## src/rtl/deconv_pkg.sv

```systemverilog
// Shared definitions for the deconvolution layer scheduler.
//   state_t    : scheduler FSM encoding
//   CNT_WIDTH  : width of group/channel counters and their config fields
//   n_col_out  : output columns produced per (kernel group, channel) step
package deconv_pkg;

    localparam int CNT_WIDTH = 8;

    typedef enum logic [2:0] {
        S_IDLE   = 3'd0,
        S_CLEAR  = 3'd1,
        S_LOAD_W = 3'd2,
        S_LOAD_F = 3'd3,
        S_RUN    = 3'd4,
        S_NEXT   = 3'd5,
        S_FIN    = 3'd6
    } state_t;

    // Columns of the transposed-conv output: overlapping kernel footprints
    // share (weight - stride) columns between neighbouring input pixels.
    function automatic int n_col_out(input int feat, input int wgt, input int stride);
        return feat * wgt - (wgt - stride) * (feat - 1);
    endfunction

endpackage

```

## src/rtl/deconv_addr_gen.sv

```systemverilog
// Base-address generator for weight and feature BRAM blocks.
//   i_grp, i_ch   : current kernel group / input channel
//   i_num_ch      : channels per kernel (already forced to >= 1)
//   o_wgt_addr    : (grp*num_ch + ch) * WGT_STEP, wrapped to ADDRESS_WIDTH
//   o_feat_addr   : ch * FEAT_STEP, wrapped to ADDRESS_WIDTH
module deconv_addr_gen
    import deconv_pkg::*;
#(
    parameter int ADDRESS_WIDTH = 13,
    parameter int WGT_STEP      = 9,
    parameter int FEAT_STEP     = 4
) (
    input  logic [CNT_WIDTH-1:0]     i_grp,
    input  logic [CNT_WIDTH-1:0]     i_ch,
    input  logic [CNT_WIDTH-1:0]     i_num_ch,
    output logic [ADDRESS_WIDTH-1:0] o_wgt_addr,
    output logic [ADDRESS_WIDTH-1:0] o_feat_addr
);

    logic [31:0] w_blk_idx;

    assign w_blk_idx   = 32'(i_grp) * 32'(i_num_ch) + 32'(i_ch);
    // Low bits of a product depend only on low bits of the operands,
    // so truncating the 32-bit result gives the wrapped address.
    assign o_wgt_addr  = ADDRESS_WIDTH'(w_blk_idx * 32'(WGT_STEP));
    assign o_feat_addr = ADDRESS_WIDTH'(32'(i_ch) * 32'(FEAT_STEP));

endmodule

```

## src/rtl/deconv_layer_scheduler.sv

```systemverilog
// Sequences one deconvolution layer: outer loop over kernel groups, inner
// loop over input channels; per step loads weights, loads features, then
// counts fully-valid output columns from the 4 sub-cores.
// Ports: i_clk/i_rst_n clock and async active-low reset; i_start with
// i_num_groups/i_num_channels config; weight and feature load req/addr/done
// handshakes; i_deconv_valid per-sub-core column valids; o_acc_clear/o_acc_en
// accumulator pulses; o_busy/o_done status; o_err_desync sticky error.
//
// state    | meaning
// ---------+-----------------------------------------------------------
// IDLE     | waiting for i_start
// CLEAR    | one-cycle accumulator clear at the start of a kernel group
// LOAD_W   | weight block request held until i_wgt_load_done
// LOAD_F   | feature channel request held until i_feat_load_done
// RUN      | counting columns where all four sub-cores are valid
// NEXT     | advance channel / group counters
// FIN      | one-cycle done pulse
module deconv_layer_scheduler
    import deconv_pkg::*;
#(
    parameter int SIZE_OF_FEATURE = 2,
    parameter int SIZE_OF_WEIGHT  = 3,
    parameter int STRIDE          = 1,
    parameter int ADDRESS_WIDTH   = 13,
    parameter int WGT_STEP        = 9,
    parameter int FEAT_STEP       = 4
) (
    input  logic                     i_clk,
    input  logic                     i_rst_n,
    input  logic                     i_start,
    input  logic [CNT_WIDTH-1:0]     i_num_groups,
    input  logic [CNT_WIDTH-1:0]     i_num_channels,
    output logic                     o_wgt_load_req,
    output logic [ADDRESS_WIDTH-1:0] o_wgt_base_addr,
    input  logic                     i_wgt_load_done,
    output logic                     o_feat_load_req,
    output logic [ADDRESS_WIDTH-1:0] o_feat_base_addr,
    input  logic                     i_feat_load_done,
    input  logic [3:0]               i_deconv_valid,
    output logic                     o_acc_clear,
    output logic                     o_acc_en,
    output logic                     o_busy,
    output logic                     o_done,
    output logic                     o_err_desync
);

    localparam int                   N_COL_OUT = n_col_out(SIZE_OF_FEATURE, SIZE_OF_WEIGHT, STRIDE);
    localparam logic [CNT_WIDTH-1:0] COL_LAST  = CNT_WIDTH'(N_COL_OUT - 1);
    localparam logic [CNT_WIDTH-1:0] ONE       = CNT_WIDTH'(1);

    state_t               r_state;
    state_t               w_next_state;
    logic [CNT_WIDTH-1:0] r_grp;
    logic [CNT_WIDTH-1:0] r_ch;
    logic [CNT_WIDTH-1:0] r_num_grp;
    logic [CNT_WIDTH-1:0] r_num_ch;
    logic [CNT_WIDTH-1:0] r_col_cnt;
    logic                 r_acc_en;
    logic                 r_err_desync;
    logic                 w_col_event;
    logic                 w_desync;
    logic                 w_last_col;
    logic                 w_last_ch;
    logic                 w_last_grp;

    assign w_col_event = (r_state == S_RUN) && (i_deconv_valid == 4'b1111);
    assign w_desync    = (r_state == S_RUN) && (i_deconv_valid != 4'b0000) &&
                         (i_deconv_valid != 4'b1111);
    assign w_last_col  = (r_col_cnt == COL_LAST);
    assign w_last_ch   = (r_ch == r_num_ch - ONE);
    assign w_last_grp  = (r_grp == r_num_grp - ONE);

    always_ff @(posedge i_clk or negedge i_rst_n) begin
        if (!i_rst_n) begin
            r_state <= S_IDLE;
        end else begin
            r_state <= w_next_state;
        end
    end

    always_comb begin
        w_next_state = r_state;
        case (r_state)
            S_IDLE:   if (i_start) w_next_state = S_CLEAR;
            S_CLEAR:  w_next_state = S_LOAD_W;
            S_LOAD_W: if (i_wgt_load_done) w_next_state = S_LOAD_F;
            S_LOAD_F: if (i_feat_load_done) w_next_state = S_RUN;
            S_RUN:    if (w_col_event && w_last_col) w_next_state = S_NEXT;
            S_NEXT: begin
                if (!w_last_ch)       w_next_state = S_LOAD_W;
                else if (!w_last_grp) w_next_state = S_CLEAR;
                else                  w_next_state = S_FIN;
            end
            S_FIN:    w_next_state = S_IDLE;
            default:  w_next_state = S_IDLE;
        endcase
    end

    always_comb begin
        o_wgt_load_req  = 1'b0;
        o_feat_load_req = 1'b0;
        o_acc_clear     = 1'b0;
        o_done          = 1'b0;
        case (r_state)
            S_CLEAR:  o_acc_clear     = 1'b1;
            S_LOAD_W: o_wgt_load_req  = 1'b1;
            S_LOAD_F: o_feat_load_req = 1'b1;
            S_FIN:    o_done          = 1'b1;
            default:  ;
        endcase
        o_busy = (r_state != S_IDLE);
    end

    assign o_acc_en     = r_acc_en;
    assign o_err_desync = r_err_desync;

    always_ff @(posedge i_clk or negedge i_rst_n) begin
        if (!i_rst_n) begin
            r_grp        <= '0;
            r_ch         <= '0;
            r_num_grp    <= '0;
            r_num_ch     <= '0;
            r_col_cnt    <= '0;
            r_acc_en     <= 1'b0;
            r_err_desync <= 1'b0;
        end else begin
            case (r_state)
                S_IDLE: begin
                    if (i_start) begin
                        r_num_grp <= (i_num_groups == '0)   ? ONE : i_num_groups;
                        r_num_ch  <= (i_num_channels == '0) ? ONE : i_num_channels;
                        r_grp     <= '0;
                        r_ch      <= '0;
                        r_col_cnt <= '0;
                    end
                end
                S_RUN: begin
                    if (w_col_event) begin
                        r_col_cnt <= w_last_col ? '0 : r_col_cnt + ONE;
                    end
                end
                S_NEXT: begin
                    if (!w_last_ch) begin
                        r_ch <= r_ch + ONE;
                    end else begin
                        r_ch <= '0;
                        if (!w_last_grp) begin
                            r_grp <= r_grp + ONE;
                        end
                    end
                end
                default: ;
            endcase
            r_acc_en <= w_col_event;
            if (w_desync) begin
                r_err_desync <= 1'b1;
            end
        end
    end

    deconv_addr_gen #(
        .ADDRESS_WIDTH (ADDRESS_WIDTH),
        .WGT_STEP      (WGT_STEP),
        .FEAT_STEP     (FEAT_STEP)
    ) u_addr_gen (
        .i_grp       (r_grp),
        .i_ch        (r_ch),
        .i_num_ch    (r_num_ch),
        .o_wgt_addr  (o_wgt_base_addr),
        .o_feat_addr (o_feat_base_addr)
    );

endmodule
```

## config.mk

```make
export PLATFORM = sky130hd
export DESIGN_NAME = deconv_layer_scheduler
export DESIGN_NICKNAME = d
export VERILOG_FILES = /design/src/rtl/deconv_pkg.sv /design/src/rtl/deconv_addr_gen.sv /design/src/rtl/deconv_layer_scheduler.sv
export SDC_FILE = /design/constraint.sdc
export NUM_CORES = 1
export LEC_CHECK = 0
export ABC_AREA = 0
export BUFFER_PORTS_ARGS = -buffer_cell sky130_fd_sc_hd__buf_2
export CORE_MARGIN = 2
export CORE_UTILIZATION = 45
export DETAILED_ROUTE_END_ITERATION = 10
export GPL_TIMING_DRIVEN = 0
export PLACE_DENSITY_LB_ADDON = 0.3
export SYNTH_ARGS = -nofsm -noshare
export SYNTH_HDL_FRONTEND = slang
export SYNTH_HIERARCHICAL = 1
export SYNTH_SLANG_ARGS = --single-unit
```

## constraint.sdc

```tcl
create_clock -name i_clk -period 9 [get_ports i_clk]
set_clock_uncertainty 0.1 [all_clocks]
set_input_delay 1.8 -clock i_clk [delete_from_list [all_inputs] [get_ports i_clk]]
set_output_delay 1.8 -clock i_clk [all_outputs]
set_load 0.005 [all_outputs]
```

== Yosys cells after proc, flatten, opt, wreduce, memory -nomap -nowiden ==
Cells that the tools add are included.

* Register bits: 45
* Word-level logic and storage cells: 72
* Memories: 0
* Latch bits: 0
* Bits in writable memories: 0
* Memory bits (read-only): 0

* Divide/modulo/power cells: 0
* Muxes and demuxes: 22
* Reduce and logical (&&, ||, !) cells: 16
* Order comparisons: 0
* Add/subtract/negate cells: 6
* Equal/unequal tests: 18
* Multipliers: 2
* Bitwise gates (word level): 0
* Shifts and indexed selects: 0

{| class="wikitable"
|+ Operator list
! operator !! count
|-
| 2-to-1 mux 8 bit || 8
|-
| case mux 8 bit (2 select lines) || 3
|-
| multiplier 32 x 4 -> 13 bit, second input constant || 1
|-
| adder 8 x 1 -> 8 bit, second input constant || 3
|-
| 2-to-1 mux 3 bit || 6
|-
| case mux 3 bit (6 select lines) || 1
|-
| adder 16 x 8 -> 17 bit || 1
|-
| == test 8 bit || 2
|-
| zero test 8 bit || 2
|-
| multiplier 8 x 8 -> 16 bit || 1
|-
| subtractor 8 x 1 -> 8 bit, second input constant || 2
|-
| != test 2 bit, second input constant || 6
|-
| == test 3 bit, second input constant || 3
|-
| == test 8 x 2 -> 1 bit, second input constant || 1
|-
| AND reduction 4 bit || 2
|-
| == test 3 x 2 -> 1 bit, second input constant || 2
|-
| == test 4 bit, second input constant || 1
|-
| logical AND 1 bit || 4
|-
| 2-to-1 mux 1 bit || 4
|-
| != test 4 bit, second input constant || 1
|-
| AND reduction 2 bit || 2
|-
| nonzero test 2 bit || 2
|-
| nonzero test 4 bit || 1
|-
| == test 3 x 1 -> 1 bit, second input constant || 1
|-
| 4 further kinds || 4
|}

== Longest topological paths before layout ==
Gate-level depths: netlist of the first run.

* Word-level depth: 5
* Gate-level depth with buffers: 22

== Cells and area by module ==
Netlist of the first run, hierarchy kept.

{| class="wikitable"
|+ By module, submodules not included
! module !! cells each !! instances !! area an instance (sq um)
|-
| deconv_layer_scheduler || 309 || 1 || 2677.6
|-
| deconv_addr_gen || 284 || 1 || 2502.4
|}

== Worst setup path before layout of the first run ==
Ideal clock, no wire load.

* Path type: reg2out
* Start: register r_num_ch[1]
* End: output o_wgt_base_addr[12]
* Required time: 7100 ps
* Cell stages (with the launch flop): 23
* Setup slack: 2060 ps
* Arrival: 5040 ps
* Cells stage by stage: dfrtp_1 -> nand2_1 -> fa_1 -> inv_1 -> fa_1 -> ha_1 -> inv_1 -> fa_1 -> inv_1 -> ha_1 -> a21o_1 -> a21oi_1 -> o21bai_1 -> o311a_1 -> nor2_1 -> xnor2_1 -> ha_1 -> ha_1 -> o21a_1 -> o21ai_0 -> o21bai_1 -> xnor3_1 -> xnor2_1

* Word-level cells in the longest chain between the ends: 3

{| class="wikitable"
|+ RTL lines
! item !! line !! text
|-
| from (decl) || deconv_layer_scheduler.sv:56 || <nowiki>logic [CNT_WIDTH-1:0] r_num_ch;</nowiki>
|-
| from (signal assigned) || deconv_layer_scheduler.sv:131 || <nowiki>r_num_ch <= (i_num_channels == '0) ? ONE : i_num_channels;</nowiki>
|-
| multiplier 8 x 8 -> 16 bit || deconv_addr_gen.sv:22 || <nowiki>assign w_blk_idx = 32'(i_grp) * 32'(i_num_ch) + 32'(i_ch);</nowiki>
|-
| adder 16 x 8 -> 17 bit || deconv_addr_gen.sv:22 ||
|-
| multiplier 32 x 4 -> 13 bit || deconv_addr_gen.sv:25 || <nowiki>assign o_wgt_addr = ADDRESS_WIDTH'(w_blk_idx * 32'(WGT_STEP));</nowiki>
|-
| to (decl) || deconv_layer_scheduler.sv:34 || <nowiki>output logic [ADDRESS_WIDTH-1:0] o_wgt_base_addr,</nowiki>
|}

No other way between the ends.

== Final worst setup path of the first run ==
* Start: register r_grp[2]
* End: output o_wgt_base_addr[12]

* Word-level cells in the longest chain between the ends: 3

{| class="wikitable"
|+ RTL lines
! item !! line !! text
|-
| from (decl) || deconv_layer_scheduler.sv:53 || <nowiki>logic [CNT_WIDTH-1:0] r_grp;</nowiki>
|-
| from (signal assigned) || deconv_layer_scheduler.sv:148 || <nowiki>r_grp <= r_grp + ONE;</nowiki>
|-
| multiplier 8 x 8 -> 16 bit || deconv_addr_gen.sv:22 ||
|-
| adder 16 x 8 -> 17 bit || deconv_addr_gen.sv:22 ||
|-
| multiplier 32 x 4 -> 13 bit || deconv_addr_gen.sv:25 ||
|}

No other way between the ends.

==> results of run 1 <==
## cells in the mapped netlist (14+ instances only)
cell type	instances	area [µm²]
inv_1	80	300
nand2_1	76	285
ha_1	47	588
dfrtp_1	45	1130
fa_1	43	861
o21ai_0	38	190
and2_1	33	206
xnor2_1	23	201
a21oi_1	16	80.1
nand3_1	15	75.1
nor2_1	14	52.6
nor3_1	14	70.1
## critical path: stages (launching register included)
cell	delay, ns
dfrtp_1	0.73
nand2_1	0.15
fa_1	0.52
inv_1	0.04
ha_1	0.28
ha_1	0.28
inv_1	0.05
fa_1	0.53
inv_1	0.04
ha_1	0.22
fa_1	0.42
a211oi_1	0.27
o21bai_1	0.13
a21oi_2	0.18
o21bai_1	0.08
a21oi_1	0.18
xnor2_1	0.10
ha_1	0.25
xnor2_1	0.15
xnor2_1	0.24
xnor2_2	0.17
xnor3_1	0.36
xnor2_1	0.14
buf_2	0.13
## per-stage QoR
step	total power, W	worst slack [ns]
after floorplan	0.000631	2.06
final	0.000953	1.18
after detailed placement	0.000771	1.51
after global placement	0.000753	1.53
after global routing	0.00103	0.826
after CTS	0.000958	1.17
## routing by layer
| metal | part of all wire | vias to the layer above | track usage |
|---|---|---|---|
| met5 | 0 | - | 0 |
| met4 | 0.0057 | 0 | 0.0354 |
| met3 | 0.038 | 6 | 0.0301 |
| met2 | 0.50 | 102 | 0.317 |
| met1 | 0.46 | 2105 | 0.244 |
| li1 | - | 2107 | - |
## final timing paths
kind                              start  slack [ns]  cells after the start             endpoint
setup / recovery               r_grp[2]        1.18                     23  o_wgt_base_addr[12]
hold / removal             o_err_desync        0.37                      1         o_err_desync
setup reg to reg            r_num_ch[0]        5.79                      9             r_grp[7]
hold reg to reg            o_err_desync        0.37                      1         o_err_desync
max in group asynchronous       i_rst_n        6.57                      1             r_grp[5]
min in group asynchronous       i_rst_n        1.59                      1              r_ch[2]
## power by group through the flow
| stage | Combinational, W | Clock (W) | Sequential [W] |
|---|---|---|---|
| 2_1_floorplan | 0.000304 | 0 | 0.000327 |
| 3_3_place_gp | 0.000390 | 0 | 0.000363 |
| 3_5_place_dp | 0.000403 | 0 | 0.000367 |
| 4_1_cts | 0.000406 | 0.000189 | 0.000362 |
| 5_1_grt | 0.000459 | 0.000197 | 0.000375 |
| 6_report | 0.000404 | 0.000186 | 0.000363 |
## kinds of logic (layout without fill, tap and decap cells)
kind of cell,after synthesis,after routing,share of synthesized area
flops,45,45,0.217
other cells,1,5,0.000724
mux,1,1,0.00193
simple gates,209,209,0.213
xor+xnor,37,37,0.0681
compound gates,107,107,0.135
fa+ha+maj,90,90,0.280
buf+inv,103,163,0.0843
## layout make-up
cell class	instances	area, µm²
clock inverter	3	21.3
buffer	23	136
multi-input combinational	449	3630
clock buffer	5	125
tap	143	179
sequential	45	1130
inverter	80	300
timing repair buffer	52	260
fill	1073	5540
## flip-flops by register name, summed over array words and instances, names as in the netlist
name	cells
r_state	3
r_num_ch	8
r_grp	8
o_acc_en	1
o_err_desync	1
r_ch	8
r_col_cnt	8
r_num_grp	8
==> flow_summary.ini, run 1 <==
[worst_setup_path]
cp_max_fo = 15
cp-start-kind = flip-flop
endpoint_kind = output port
critical_path_class = flip-flop to output port
worstPathArrival_ns = 5.92
worstPathRequired_ns = 7.10

[floorplan]
rows = 39
start_util = 0.458
ios = 58
coreArea_um2 = 11300
fp.dieArea_um2 = 12400
die_y_um = 111
die_w_um = 111

[synth]
synthesis.area_um2 = 5180
yosysSeqAreaShare = 0.217
syn_area_per_cell_um2 = 8.74
synth-edff-count = 0
synth-main-ff-cell = dfrtp_1
ys_async_sr_fraction = 1.00
netlist_instances = 593
yosysWarnings = 6
synth.distinct_cells = 60
ys_ff_latch = 45

[route]
via_per_inst = 5.40
drc = 0
drtPass1Iterations = 5
antenna_left = 0
drt-total-wl_um = 11000
num_vias = 4320
drtIter0Drc = 226
wl_per_cell_um = 13.7

[global_routing]
antenna_found_initial = 0
grt_pass1_vias = 4192
grt_pass1_wl_um = 19200
grt_max_degree = 46
grt.total_usage = 0.183
grt-ovfl-total = 0

[timing]
fin_crit_ns = 7.82
setup_tns_ns = 0
hold_ws_ns = 0.367
slew_viol_final = 0
hold_viol = 0
fin_crit_sh = 0.869
rsz0062_at_grt = no
worstMarginPinSlew_ns = 1.02
maxSlewHeadroom = 0.321
setup_violations = 0
fmax_mhz = 128

[power_and_ir_drop]
combinationalPowerShare = 0.424
switching_share = 0.440
switching_power_w = 0.000419
clkPwrFrac = 0.195
ir_drop_v = 0.000136
seqPwrFrac = 0.381
p_leak_nw = 3.03
p_int_w = 0.000534
power.density_nw_per_um2 = 165

[clock_tree]
cts_htree_levels = 2
cts_resized = 0
cts.sinks = 45
clk_latency_ns = 0.29
cts_root_buffer = clkbuf_16
cts_hold_buf = 0
cts_tree = done
clk_pin_slew_ns = 0.07
numCtsBuffers = 5
cts_buffer_depth = 2
cts_setup_buffers = 0

[layout]
area_delta_synth_final_pct = 11.6
final_util = 0.511
final_common_cell = inv_1
layoutNonFillerInstCount = 800
nNetsFinal = 771
final_cell_mix = inv_1, nand2_1, buf_2, ha_1, dfrtp_1
antenna_cells = 0
finalInstanceArea_um2 = 5780
drive_above_1_share = 0.142

[status]
status = finished, final reports clean

[placed_design]
gp_congestion = 0.870
dpl.cell_count = 792
dp_hpwl_um = 8560
placed_area_um2 = 5630
numPortBuffers = 52

[flow_run]
maxCapViolations = 0

[min_path]
hold_class = flip-flop to flip-flop
(Power assumes the default switching activity.)
==> inputs of run 2 (changes only) <==
- clock period: 9 -> 7.6 ns (I/O delays scaled with it)
==> run 2 against run 1 <==
Against the previous run: routed wire length increased by 1.3%; power increased by 21%; critical endpoint unchanged; register-to-register slack got worse by 1.4 ns; first-iteration DRC count increased by 13%.
==> flow_summary.ini, run 2 (synthesis results as in run 1) <==
[status]
status = finished, final reports clean

[route]
via_per_inst = 5.37
drc = 0
drt-total-wl_um = 11100
drtIter0Drc = 255
num_vias = 4371
drtPass1Iterations = 4
antenna_left = 0
wl_per_cell_um = 13.7

[placed_design]
numPortBuffers = 52
gp_congestion = 0.870
dp_hpwl_um = 8560

[clock_tree]
numCtsBuffers = 5
cts_tree = done
cts_hold_buf = 0
cts_root_buffer = clkbuf_16
cts_buffer_depth = 2
clk_pin_slew_ns = 0.07
clk_latency_ns = 0.29
cts_htree_levels = 2
cts.sinks = 45

[timing]
hold_viol = 0
fin_crit_sh = 0.960
slew_viol_final = 0
setup_tns_ns = 0
setup_violations = 0
fin_crit_ns = 7.29
worstMarginPinSlew_ns = 1.00
fmax_mhz = 137
rsz0062_at_grt = no
hold_ws_ns = 0.368
maxSlewHeadroom = 0.331

[floorplan]
ios = 58
rows = 39
die_w_um = 111
die_y_um = 111
fp.dieArea_um2 = 12400
start_util = 0.458
coreArea_um2 = 11300

[power_and_ir_drop]
switching_share = 0.436
switching_power_w = 0.000502
p_leak_nw = 3.08
p_total_w = 0.00115
power.density_nw_per_um2 = 195
p_int_w = 0.000651
combinationalPowerShare = 0.437
ir_drop_v = 0.000159
clkPwrFrac = 0.191
seqPwrFrac = 0.372

[layout]
antenna_cells = 0
final_cell_mix = inv_1, nand2_1, buf_2, ha_1, fa_1
area_delta_synth_final_pct = 14.3
final_common_cell = inv_1
drive_above_1_share = 0.183
final_util = 0.523
nNetsFinal = 785

[worst_setup_path]
cp_max_fo = 14
crit_family = adder cells
cp-start-kind = flip-flop
cp_cell_sequence = nand2_1, fa_1, inv_1, ha_1, ha_1, inv_1, fa_1, inv_1, ha_1, fa_1, a211oi_1, o21bai_1, a21oi_2, o21bai_1, a21oi_1, xnor2_1, ha_1, xnor2_1, xnor2_1, xnor2_2, xnor3_1, xnor2_1, buf_2
worst_r2r_path_depth = 10
crit_buf_inv = 4
critical_path_class = flip-flop to output port
max_stage_delay_ns = 0.55
r2r-start = r_num_ch[1]
endpoint_kind = output port
worstPathRequired_ns = 5.98
worstPathArrival_ns = 5.67
slowest_stage = dfrtp_4
reg2reg_setup_slack_ns = 4.39
reg2reg_to = r_grp[7]

[min_path]
hold_class = flip-flop to flip-flop
worstHoldEndpoint = o_err_desync
hold-path-cell-count = 1
hold_start = o_err_desync

[global_routing]
antenna_found_initial = 0
grt_max_degree = 46
grt-ovfl-total = 0
grt_pass1_vias = 4192
grt.total_usage = 0.183
grt_pass1_wl_um = 19200

[flow_run]
maxCapViolations = 0
==> run 2: layout make-up <==
| class | instances | area, µm² |
|---|---|---|
| fillers | 1057 | 5400 |
| multi-input cells | 449 | 3640 |
| flip-flops and latches | 45 | 1150 |
| repair buffers | 66 | 375 |
| inverters | 80 | 300 |
| well taps | 143 | 179 |
| plain buffers | 23 | 136 |
| clock buffers | 5 | 125 |
| clock inverters | 3 | 21.3 |
==> run 2: how the worst max path moves through the flow <==
stage | start | to | depth (start not counted)
after floorplan | r_num_ch[1] | o_wgt_base_addr[12] | 22
after global placement | r_grp[2] | o_wgt_base_addr[12] | 23
after detailed placement | r_grp[3] | o_wgt_base_addr[12] | 23
after CTS | r_grp[2] | o_wgt_base_addr[12] | 23
after global routing | r_grp[4] | o_wgt_base_addr[12] | 22
final | r_grp[2] | o_wgt_base_addr[12] | 23
==> run 2: repair_timing <==
action | CTS | global route
gates resized for setup | 0 | 17
buffers inserted | 0 | 14
hold endpoints to repair | 0 | 0
setup endpoints to repair | 0 | 1
==> run 2: routing by layer <==
layer	share of wire	routed length, µm	track usage	up-vias
met5	0	0	0	-
met4	0.0072	80	0.0354	0
met3	0.036	404	0.0301	8
met2	0.50	5600	0.317	90
met1	0.45	5040	0.244	2136
li1	-	-	-	2137
==> run 2: power by group through the flow <==
stage                     clock, W  combinational (W)  sequential (W)
final                     0.000220           0.000504        0.000429
after global routing      0.000233           0.000571        0.000442
after CTS                 0.000224           0.000481        0.000429
after detailed placement         0           0.000478        0.000435
after global placement           0           0.000461        0.000430
after floorplan                  0           0.000360        0.000388
==> run 2: metrics by stage <==
step	worst slack [ns]	area [µm²]	cells
final	0.306	5920	814
after floorplan	0.940	5190	597
after global placement	0.407	5630	792
after CTS	0.0466	5780	800
after global routing	0.000873	5920	814
after detailed placement	0.387	5630	792
